## src/rtl/pwm_pkg.sv

```systemverilog
// Shared constants, types and helpers for the multi-channel PWM core.
package pwm_pkg;

  localparam logic MODE_EDGE   = 1'b0;
  localparam logic MODE_CENTER = 1'b1;

  localparam int DEF_CNT_W   = 16;
  localparam int DEF_PRESC_W = 8;

  typedef enum logic {
    DIR_UP   = 1'b0,
    DIR_DOWN = 1'b1
  } dir_e;

  // Bit offset of channel idx inside the packed duty bus.
  function automatic int duty_lsb(input int idx, input int cnt_w);
    return idx * cnt_w;
  endfunction

endpackage

```

## src/rtl/pwm_multi_core_if.sv

```systemverilog
// Register-side bundle of the PWM core: configuration in, waveforms and status out.
interface pwm_multi_core_if #(
  parameter int CHANNELS = 4,
  parameter int CNT_W    = 16,
  parameter int PRESC_W  = 8
);
  import pwm_pkg::*;

  // load is a one-cycle strobe with no back-pressure: it is accepted in every cycle it is high,
  // and a later strobe before the period boundary replaces the earlier captured set.
  logic                      enable;
  logic [PRESC_W-1:0]        prescale;
  logic [CNT_W-1:0]          period;
  logic [CHANNELS*CNT_W-1:0] duty;
  logic                      center_mode;
  logic [CHANNELS-1:0]       polarity;
  logic                      load;
  logic [CHANNELS-1:0]       pwm_out;
  logic                      period_tick;
  logic                      load_pending;
  logic [CNT_W-1:0]          dbg_cnt;
  dir_e                      dbg_dir;

  modport master (
    output enable, prescale, period, duty, center_mode, polarity, load,
    input  pwm_out, period_tick, load_pending, dbg_cnt, dbg_dir
  );

  modport slave (
    input  enable, prescale, period, duty, center_mode, polarity, load,
    output pwm_out, period_tick, load_pending, dbg_cnt, dbg_dir
  );

endinterface

```

## src/rtl/pwm_prescaler.sv

```systemverilog
// Clock divider: one-cycle tick every prescale+1 enabled clocks, restarting from zero on enable.
module pwm_prescaler
  import pwm_pkg::*;
#(
  parameter int PRESC_W = DEF_PRESC_W
) (
  input  logic               clk,
  input  logic               reset,
  input  logic               enable,
  input  logic [PRESC_W-1:0] prescale,
  output logic               tick
);

  logic [PRESC_W-1:0] presc_cnt_q, presc_cnt_d;

  // >= rather than == so a live decrease of prescale cannot strand the counter above it.
  always_comb begin
    tick        = enable && (presc_cnt_q >= prescale);
    presc_cnt_d = (!enable || tick) ? '0 : presc_cnt_q + 1'b1;
  end

  always_ff @(posedge clk) begin
    if (reset) presc_cnt_q <= '0;
    else       presc_cnt_q <= presc_cnt_d;
  end

endmodule

```

## src/rtl/pwm_multi_core.sv

```systemverilog
// N-channel PWM with shared prescaler/counter, edge or centre alignment and boundary-synchronised reloads.
module pwm_multi_core
  import pwm_pkg::*;
#(
  parameter int CHANNELS = 4,
  parameter int CNT_W    = DEF_CNT_W,
  parameter int PRESC_W  = DEF_PRESC_W
) (
  input  logic            clk,
  input  logic            reset,
  pwm_multi_core_if.slave bus
);

  logic                      tick;
  logic                      wrap, boundary;
  logic [CNT_W-1:0]          cnt_q, cnt_nx;
  dir_e                      dir_q, dir_nx;
  logic [CNT_W-1:0]          per_a_q, per_p_q;
  logic [CHANNELS*CNT_W-1:0] duty_a_q, duty_p_q;
  logic                      mode_a_q, mode_p_q;
  logic                      load_pending_q;
  logic [CHANNELS-1:0]       pwm_q, raw;
  logic                      tick_q;

  pwm_prescaler #(.PRESC_W(PRESC_W)) u_prescaler (
    .clk      (clk),
    .reset    (reset),
    .enable   (bus.enable),
    .prescale (bus.prescale),
    .tick     (tick)
  );

  // Counter successor for the next tick; wrap marks the step that closes a period.
  always_comb begin
    cnt_nx = cnt_q;
    dir_nx = dir_q;
    wrap   = 1'b0;
    if (per_a_q == '0) begin
      cnt_nx = '0;
      dir_nx = DIR_UP;
      wrap   = 1'b1;
    end else if (mode_a_q == MODE_EDGE) begin
      dir_nx = DIR_UP;
      if (cnt_q >= per_a_q) begin
        cnt_nx = '0;
        wrap   = 1'b1;
      end else begin
        cnt_nx = cnt_q + 1'b1;
      end
    end else if (dir_q == DIR_UP) begin
      if (cnt_q >= per_a_q) begin
        cnt_nx = per_a_q - 1'b1;
        if (per_a_q == CNT_W'(1)) begin
          wrap = 1'b1;
        end else begin
          dir_nx = DIR_DOWN;
        end
      end else begin
        cnt_nx = cnt_q + 1'b1;
      end
    end else begin
      if (cnt_q <= CNT_W'(1)) begin
        cnt_nx = '0;
        dir_nx = DIR_UP;
        wrap   = 1'b1;
      end else begin
        cnt_nx = cnt_q - 1'b1;
      end
    end
    boundary = tick && wrap;
  end

  for (genvar i = 0; i < CHANNELS; i++) begin : g_cmp
    assign raw[i] = cnt_q < duty_a_q[duty_lsb(i, CNT_W) +: CNT_W];
  end

  always_ff @(posedge clk) begin
    if (reset) begin
      cnt_q          <= '0;
      dir_q          <= DIR_UP;
      per_a_q        <= '0;
      duty_a_q       <= '0;
      mode_a_q       <= MODE_EDGE;
      per_p_q        <= '0;
      duty_p_q       <= '0;
      mode_p_q       <= MODE_EDGE;
      load_pending_q <= 1'b0;
      pwm_q          <= '0;
      tick_q         <= 1'b0;
    end else begin
      pwm_q <= bus.enable ? (raw ^ bus.polarity) : bus.polarity;
      if (!bus.enable) begin
        cnt_q  <= '0;
        dir_q  <= DIR_UP;
        tick_q <= 1'b0;
        // Nothing is running, so a load can take effect immediately.
        if (bus.load) begin
          per_a_q        <= bus.period;
          duty_a_q       <= bus.duty;
          mode_a_q       <= bus.center_mode;
          load_pending_q <= 1'b0;
        end
      end else begin
        tick_q <= boundary;
        if (tick) begin
          cnt_q <= cnt_nx;
          dir_q <= dir_nx;
        end
        if (boundary) begin
          load_pending_q <= 1'b0;
          if (bus.load) begin
            per_a_q  <= bus.period;
            duty_a_q <= bus.duty;
            mode_a_q <= bus.center_mode;
          end else if (load_pending_q) begin
            per_a_q  <= per_p_q;
            duty_a_q <= duty_p_q;
            mode_a_q <= mode_p_q;
          end
        end else if (bus.load) begin
          per_p_q        <= bus.period;
          duty_p_q       <= bus.duty;
          mode_p_q       <= bus.center_mode;
          load_pending_q <= 1'b1;
        end
      end
    end
  end

  assign bus.pwm_out      = pwm_q;
  assign bus.period_tick  = tick_q;
  assign bus.load_pending = load_pending_q;
  assign bus.dbg_cnt      = cnt_q;
  assign bus.dbg_dir      = dir_q;

endmodule

```

## src/flat_wrapper.sv

```systemverilog
// flat-port wrapper written by rule: the top's interface ports become plain ports
module pwm_multi_core_flat import pwm_pkg::*;
#(
  parameter int CHANNELS = 4,
  parameter int CNT_W    = DEF_CNT_W,
  parameter int PRESC_W  = DEF_PRESC_W
)
  (clk, reset, bus_enable, bus_prescale, bus_period, bus_duty, bus_center_mode, bus_polarity, bus_load, bus_pwm_out, bus_period_tick, bus_load_pending, bus_dbg_cnt, bus_dbg_dir);
  pwm_multi_core_if #(.CHANNELS(CHANNELS), .CNT_W(CNT_W), .PRESC_W(PRESC_W)) bus_i ();
  input  logic clk;
  input  logic reset;
  input wire logic [$bits(bus_i.enable)-1:0] bus_enable;
  input wire logic [$bits(bus_i.prescale)-1:0] bus_prescale;
  input wire logic [$bits(bus_i.period)-1:0] bus_period;
  input wire logic [$bits(bus_i.duty)-1:0] bus_duty;
  input wire logic [$bits(bus_i.center_mode)-1:0] bus_center_mode;
  input wire logic [$bits(bus_i.polarity)-1:0] bus_polarity;
  input wire logic [$bits(bus_i.load)-1:0] bus_load;
  output wire logic [$bits(bus_i.pwm_out)-1:0] bus_pwm_out;
  output wire logic [$bits(bus_i.period_tick)-1:0] bus_period_tick;
  output wire logic [$bits(bus_i.load_pending)-1:0] bus_load_pending;
  output wire logic [$bits(bus_i.dbg_cnt)-1:0] bus_dbg_cnt;
  output wire logic [$bits(bus_i.dbg_dir)-1:0] bus_dbg_dir;
  assign bus_i.enable = bus_enable;
  assign bus_i.prescale = bus_prescale;
  assign bus_i.period = bus_period;
  assign bus_i.duty = bus_duty;
  assign bus_i.center_mode = bus_center_mode;
  assign bus_i.polarity = bus_polarity;
  assign bus_i.load = bus_load;
  assign bus_pwm_out = bus_i.pwm_out;
  assign bus_period_tick = bus_i.period_tick;
  assign bus_load_pending = bus_i.load_pending;
  assign bus_dbg_cnt = bus_i.dbg_cnt;
  assign bus_dbg_dir = bus_i.dbg_dir;
  pwm_multi_core #(.CHANNELS(CHANNELS), .CNT_W(CNT_W), .PRESC_W(PRESC_W)) u_core (.clk(clk), .reset(reset), .bus(bus_i));
endmodule
```

## config.mk

```make
export PLATFORM = sky130hd
export DESIGN_NAME = pwm_multi_core_flat
export DESIGN_NICKNAME = d
export VERILOG_FILES = /design/src/rtl/pwm_pkg.sv /design/src/rtl/pwm_multi_core_if.sv /design/src/rtl/pwm_prescaler.sv /design/src/rtl/pwm_multi_core.sv /design/src/flat_wrapper.sv
export SDC_FILE = /design/constraint.sdc
export NUM_CORES = 1
export LEC_CHECK = 0
export CAP_MARGIN = 20
export CORE_ASPECT_RATIO = 1.4
export CORE_MARGIN = 2
export CORE_UTILIZATION = 62
export CTS_CLUSTER_DIAMETER = 150
export DETAILED_ROUTE_END_ITERATION = 6
export PLACE_DENSITY = 0.93
export SLEW_MARGIN = 30
export SYNTH_ARGS = -nofsm -noshare
export SYNTH_HDL_FRONTEND = slang
export SYNTH_SLANG_ARGS = --single-unit
```

## constraint.sdc

```tcl
create_clock -name clk -period 8.9 [get_ports clk]
set_clock_uncertainty 0.15 [all_clocks]
set_input_delay 1.78 -clock clk [delete_from_list [all_inputs] [get_ports clk]]
set_output_delay 1.78 -clock clk [all_outputs]
set_load 0.005 [all_outputs]
```

## Word-level counts from Yosys, hierarchy flattened

Cells that the tools add are included.

| cells by class | value |
|---|---|
| bitwise gates (word level) | 3 |
| order comparisons | 7 |
| $add $sub $neg | 4 |
| muxes and demuxes | 39 |
| equality and inequality tests | 3 |
| reductions and logical operators | 12 |

Operators with widths:

| cell | number |
|---|---|
| 64-bit 2-to-1 mux | 5 |
| 16-bit 2-to-1 mux | 11 |
| 16-bit less-than comparator | 4 |
| 16-bit by 1-bit subtractor with 16-bit output, second input constant | 2 |
| 1-bit 2-to-1 mux | 22 |
| 16-bit by 1-bit adder with 16-bit output, second input constant | 1 |
| 16-bit by 1-bit == test with 1-bit output, second input constant | 1 |
| 16-bit greater-or-equal comparator | 1 |
| 16-bit by 1-bit less-or-equal comparator with 1-bit output, second input constant | 1 |
| 16-bit zero test | 1 |
| 8-bit by 1-bit adder with 8-bit output, second input constant | 1 |
| 8-bit greater-or-equal comparator | 1 |
| 3-bit AND reduction | 2 |
| 4-bit 2-to-1 mux | 1 |
| 2-bit nonzero test | 2 |
| 2-bit OR reduction | 2 |
| 4-bit bitwise XOR | 1 |
| 3-bit inequality test, second input constant | 1 |
| 1-bit logical AND | 2 |
| 2-bit by 1-bit inequality test with 1-bit output, second input constant | 1 |
| 1-bit NOT | 2 |
| 2-bit AND reduction | 1 |
| 1-bit zero test | 1 |
| 1-bit logical OR | 1 |

| word-level totals | value |
|---|---|
| logic and storage cells | 80 |
| bits of input ports | 97 |
| bits in registers | 193 |
| output and inout port bits | 23 |

## Logic depth before layout (Yosys ltp)

| depth | value |
|---|---|
| word-level depth | 9 |
| depth in mapped cells | 13 |
| gate-level depth less buffers | 9 |

## Modules after synthesis

Synthesis repeated with hierarchy kept, for this count alone.

| unflattened totals | value |
|---|---|
| cell total of the unflattened synthesis | 1350 |
| area total of the unflattened synthesis | 11851.4 sq um |

By module, submodules not included:

| module | cells an instance | times used | seq. area each (sq um) | area each (sq um) |
|---|---|---|---|---|
| pwm_multi_core | 1288 | 1 | 3703.6 | 11340.9 |
| pwm_prescaler | 62 | 1 | 160.2 | 510.5 |

## Worst setup path after synthesis

No wires, ideal clock.

| path | value |
|---|---|
| path type | input to register |
| start | input port bus_prescale[5] |
| end | register u_core.per_p_q[1] |
| arrival time | 3.813 ns |
| stages | 10 |
| buffers on the path | 2 |
| setup time | 0.072 ns |
| required time | 8.678 ns |
| setup slack | 4.866 ns |
| cells stage by stage | inv_1 -> ha_1 -> a2111oi_0 -> nand2_1 -> o21ai_1 -> o221a_2 -> buf_2 -> clkbuf_1 -> nand2_1 -> a21oi_1 |

| between the ends | value |
|---|---|
| longest elaborated chain between the ends | 5 |

RTL lines:

| what | RTL line | text |
|---|---|---|
| start, declared | flat_wrapper.sv:13 | `input wire logic [$bits(bus_i.prescale)-1:0] bus_prescale;` |
| 8-bit greater-or-equal comparator | pwm_prescaler.sv:18 | `tick = enable && (presc_cnt_q >= prescale);` |
| 1-bit logical AND | pwm_prescaler.sv:18 |  |
| 1-bit logical AND | pwm_multi_core.sv:70 | `boundary = tick && wrap;` |
| 1-bit NOT (no source line) | - |  |
| 3-bit AND reduction (no source line) | - |  |
| end signal, assigned | pwm_multi_core.sv:121 | `per_p_q <= bus.period;` |
| end, declared | pwm_multi_core.sv:18 | `logic [CNT_W-1:0] per_a_q, per_p_q;` |

Every way passes these cells.
A chain may end at the register's enable or synchronous reset.

## Worst setup path in the final report

| path | value |
|---|---|
| start | input port bus_prescale[5] |
| end | register u_core.duty_a_q[8] |

| between the ends | value |
|---|---|
| longest elaborated chain between the ends | 5 |
| elaborated cells on any way between the ends | 6 |
| those cells by class | order compare (1); eq/ne (2); reduce/logical (3) |

RTL lines:

| what | RTL line | text |
|---|---|---|
| 8-bit greater-or-equal comparator * | pwm_prescaler.sv:18 |  |
| 1-bit logical AND * | pwm_prescaler.sv:18 |  |
| 1-bit logical AND * | pwm_multi_core.sv:70 |  |
| 3-bit inequality test (no source line) / 2-bit by 1-bit inequality test with 1-bit output (equally long branches) | - |  |
| 3-bit AND reduction (no source line) * | - |  |
| end signal, assigned | pwm_multi_core.sv:99 | `duty_a_q <= bus.duty;` |
| end signal, assigned | pwm_multi_core.sv:113 | `duty_a_q <= bus.duty;` |
| end signal, assigned | pwm_multi_core.sv:117 | `duty_a_q <= duty_p_q;` |
| end, declared | pwm_multi_core.sv:19 | `logic [CHANNELS*CNT_W-1:0] duty_a_q, duty_p_q;` |

Every way passes the cells marked *; elsewhere a longest branch is shown, timed or not.

==> impl_results.md <==
- Status: complete, no violations
- CP max FO: 44
- Crit Path Category: primary input to flip-flop
- Crit start category: primary input
- RSZ-0062 raised after global routing: false
- Fin. max-slew vios: 0
- Initial Utilization: 62.8%
- DRC: 0
- Critical path's top delay family: compound AO/OA/AOI/OAI gates
- DR WL met3: 2850 um
- Worst path required time: 9.03 ns
- # IOs: 120
- Flops & latches, synth: 193
- Leak pwr: around 5 nW
- GRT Residual Overflow: 0
- Seq/Total Area, Yosys: 34.6%
- Final wirelength: 33400 um
- Pre-CTS WS: 3.13 ns
- Hold buffers post-CTS: 0
- Fin. Hold Viols: 0
- Die width: 117 um
- Number of antenna violations at the first check in global routing: 0
- Hold_ws: 0.304 ns
- IO buf count: 119
- Setup crit end kind: flip-flop
- Area share of the largest cell type after synthesis: between 30 and 40%
- Fillers: 1174
- Largest net degree at the start of global routing: 95
- Worst Path Buf+Inv: 3
- Detailed Route Iter0 Violations: 1234
- GRT Util Overall: 34.6%
- Die area: roughly 0.019 sq mm
- Post-DP HPWL: 20900 um
- Rel. slew slack: 35.6%
- Clock Latency Late Sink: 0.45 ns
- Top-count cell post-synth: dfxtp_1
- CP cell instances: clkdlybuf4s50_1 > inv_1 > ha_1 > a2111oi_0 > nand2_1 > o21ai_1 > or3_4 > buf_4 > a221oi_2
- Total Neg Setup Slack: 0 ns
- Global-route wire length before repair: 53400 um
- Worst hold-check path type: flip-flop to flip-flop
- Synth Warn #: 0
- Ratio of cells with drive above 1 in the final layout: 10.4%
- M1 WL: 11700 um
- Post-Syn Nets: 1517
- Post-synth EDFFs: 0
- Setup WS post-layout: 3.56 ns
- Clock buffer depth: 2
- Std-Cell Core Area: 0.0178 sq mm
- Total power draw: 2.12 mW
- H-tree depth: 4
- Critical path arrival: about 5.5 ns
- ANT cells: 0
- Largest area contributor in the netlist: dfxtp_1
- CTS Buf Count: 17
- Clk root buf: clkbuf_16
- Routed vias: 10900
- Post-route ant nets: 0
- Total of max-cap violations: 0
- Post-CTS sizing: 0
- Slew @ Worst Pin: 0.966 ns
- Number of distinct library cells after synthesis: 62
- Mapped Area: 0.0112 sq mm
- Power Density: 163 mW/mm^2
- Final GP Congestion: about 0.93
- Metal2 WL: 16200 um
- DR vias/cell: between 6 and 7
- CTS clk-pin slew, worst paths: 0.07 ns
- TritonRoute pass-1 iters: 6
- Fin nets: between 1500 and 2000
- Avg Inst Size Synth: 8.39 sq um
- Max stage delay on crit path: 0.77 ns
- Tmin final: 5.34 ns
- Post-synthesis cell count: 1330
- Async SR Flop Fraction: 0%
- Die H: between 150 and 200 um
- CTS Sinks: about 190
- Rows: 58
- Tcrit/Tclk final: 60.0%
- Vias in the first global route: 10600
- Highest Signal Layer: met4
- Setup violations, final: 0
- DR WL/cell: 20.4 um
- Peak supply drop: about 0.13 mV
- Most frequent cells after synthesis: dfxtp_1 (193), nand2_1 (192), nor2_1 (125), a21oi_1 (114), inv_1 (91)
- Post-CTS setup buffers: 0
- F_max: roughly 190 MHz
- Commonest register cell after synthesis: dfxtp_1
- Slowest cell on the critical path: or3_4
- Layout area overhead: 16.6%
- Dominant cells by area after synthesis: dfxtp_1 (35%), a221oi_2 (11%), ha_1 (10%)
- CTS tree: done
worst reg2reg max path, stage by stage (launching register included):
cell and delay (ns):
dfxtp_1 0.84, ha_1 0.40, and4_1 0.22, and3_1 0.17, a2111oi_1 0.49, o21ai_1 0.12, buf_4 0.24, a21oi_2 0.32
or3_4 0.71, buf_4 0.70, a221oi_2 0.19
kinds of logic after synthesis:
logic type | after synthesis | synth area share (%)
AND/OR/NAND/NOR | 430 | 17.1
flip-flops | 193 | 34.6
XOR/XNOR | 36 | 2.83
adder cells (fa/ha/maj) | 90 | 10.1
buffers and inverters | 191 | 7.28
AO/OA/AOI/OAI | 390 | 28.1
metal layers:
layer / global-route usage [%] / vias to the layer above
li1: - / 4919
met1: 38.9 / 5095
met2: 58.3 / 665
met3: 7.04 / 208
met4: 25.6 / 0
met5: 0 / -
power by group:
part	switching (mW)	internal, mW	total [mW]
clock network	0.349	0.495	0.844
logic	0.189	0.141	0.330
registers	0.0338	0.909	0.942
total	0.572	1.54	2.12
worst paths after layout:
check	startpoint	to	slack [ns]	depth (start not counted)
worst min-delay path	u_core.duty_p_q[12]	u_core.duty_p_q[12]	0.30	2
worst max register to register	u_core.bus.dbg_cnt[11]	u_core.duty_a_q[8]	4.17	10
worst min register to register	u_core.duty_p_q[12]	u_core.duty_p_q[12]	0.30	2
worst max-delay path	bus_prescale[5]	u_core.duty_a_q[8]	3.56	9
through the flow:
| stage | util (%) | instances | area [sq um] |
|---|---|---|---|
| after floorplan | - | 1330 | 11200 |
| after global placement | 69.4 | 1605 | 12300 |
| after detailed placement | 69.5 | 1606 | 12400 |
| after CTS | 73.2 | 1638 | 13000 |
| after global routing | 73.2 | 1638 | 13000 |
| final | 73.2 | 1638 | 13000 |
flip-flops by register name (all words and copies together) (netlist names):
register / flops
u_core.duty_a_q: 64
u_core.duty_p_q: 64
u_core.bus.dbg_cnt: 16
u_core.per_a_q: 16
u_core.per_p_q: 16
u_core.u_prescaler.presc_cnt_q: 8
u_core.bus.pwm_out: 4
u_core.bus.dbg_dir: 1
u_core.bus.load_pending: 1
u_core.bus.period_tick: 1
u_core.mode_a_q: 1
u_core.mode_p_q: 1
cells in the final DEF (no fill, tap or decap), drive strengths merged, types with 14 or more instances in the layout:
master	netlist	routed
a21o	14	14
a21oi	115	115
a221oi	82	82
buf	32	18
clkbuf	68	21
clkdlybuf4s50	0	118
dfxtp	193	193
ha	90	90
inv	91	92
nand2	192	192
nand3	32	32
nand4	14	14
nor2	125	125
nor3	19	19
o21ai	32	32
o22ai	83	83
xnor2	17	17
xor2	19	19
area by class of cell:
| type | instances | area, sq um | area share [%] |
|---|---|---|---|
| Sequential cell | 193 | 3860 | 29.7 |
| Inverter | 91 | 342 | 2.62 |
| Timing Repair Buffer | 136 | 1340 | 10.3 |
| Multi-Input combinational cell | 946 | 6520 | 50.1 |
| Clock buffer | 21 | 470 | 3.62 |
| Tap cell | 240 | 300 | 2.31 |
| Clock inverter | 11 | 176 | 1.36 |
(Power assumes the default switching activity.)
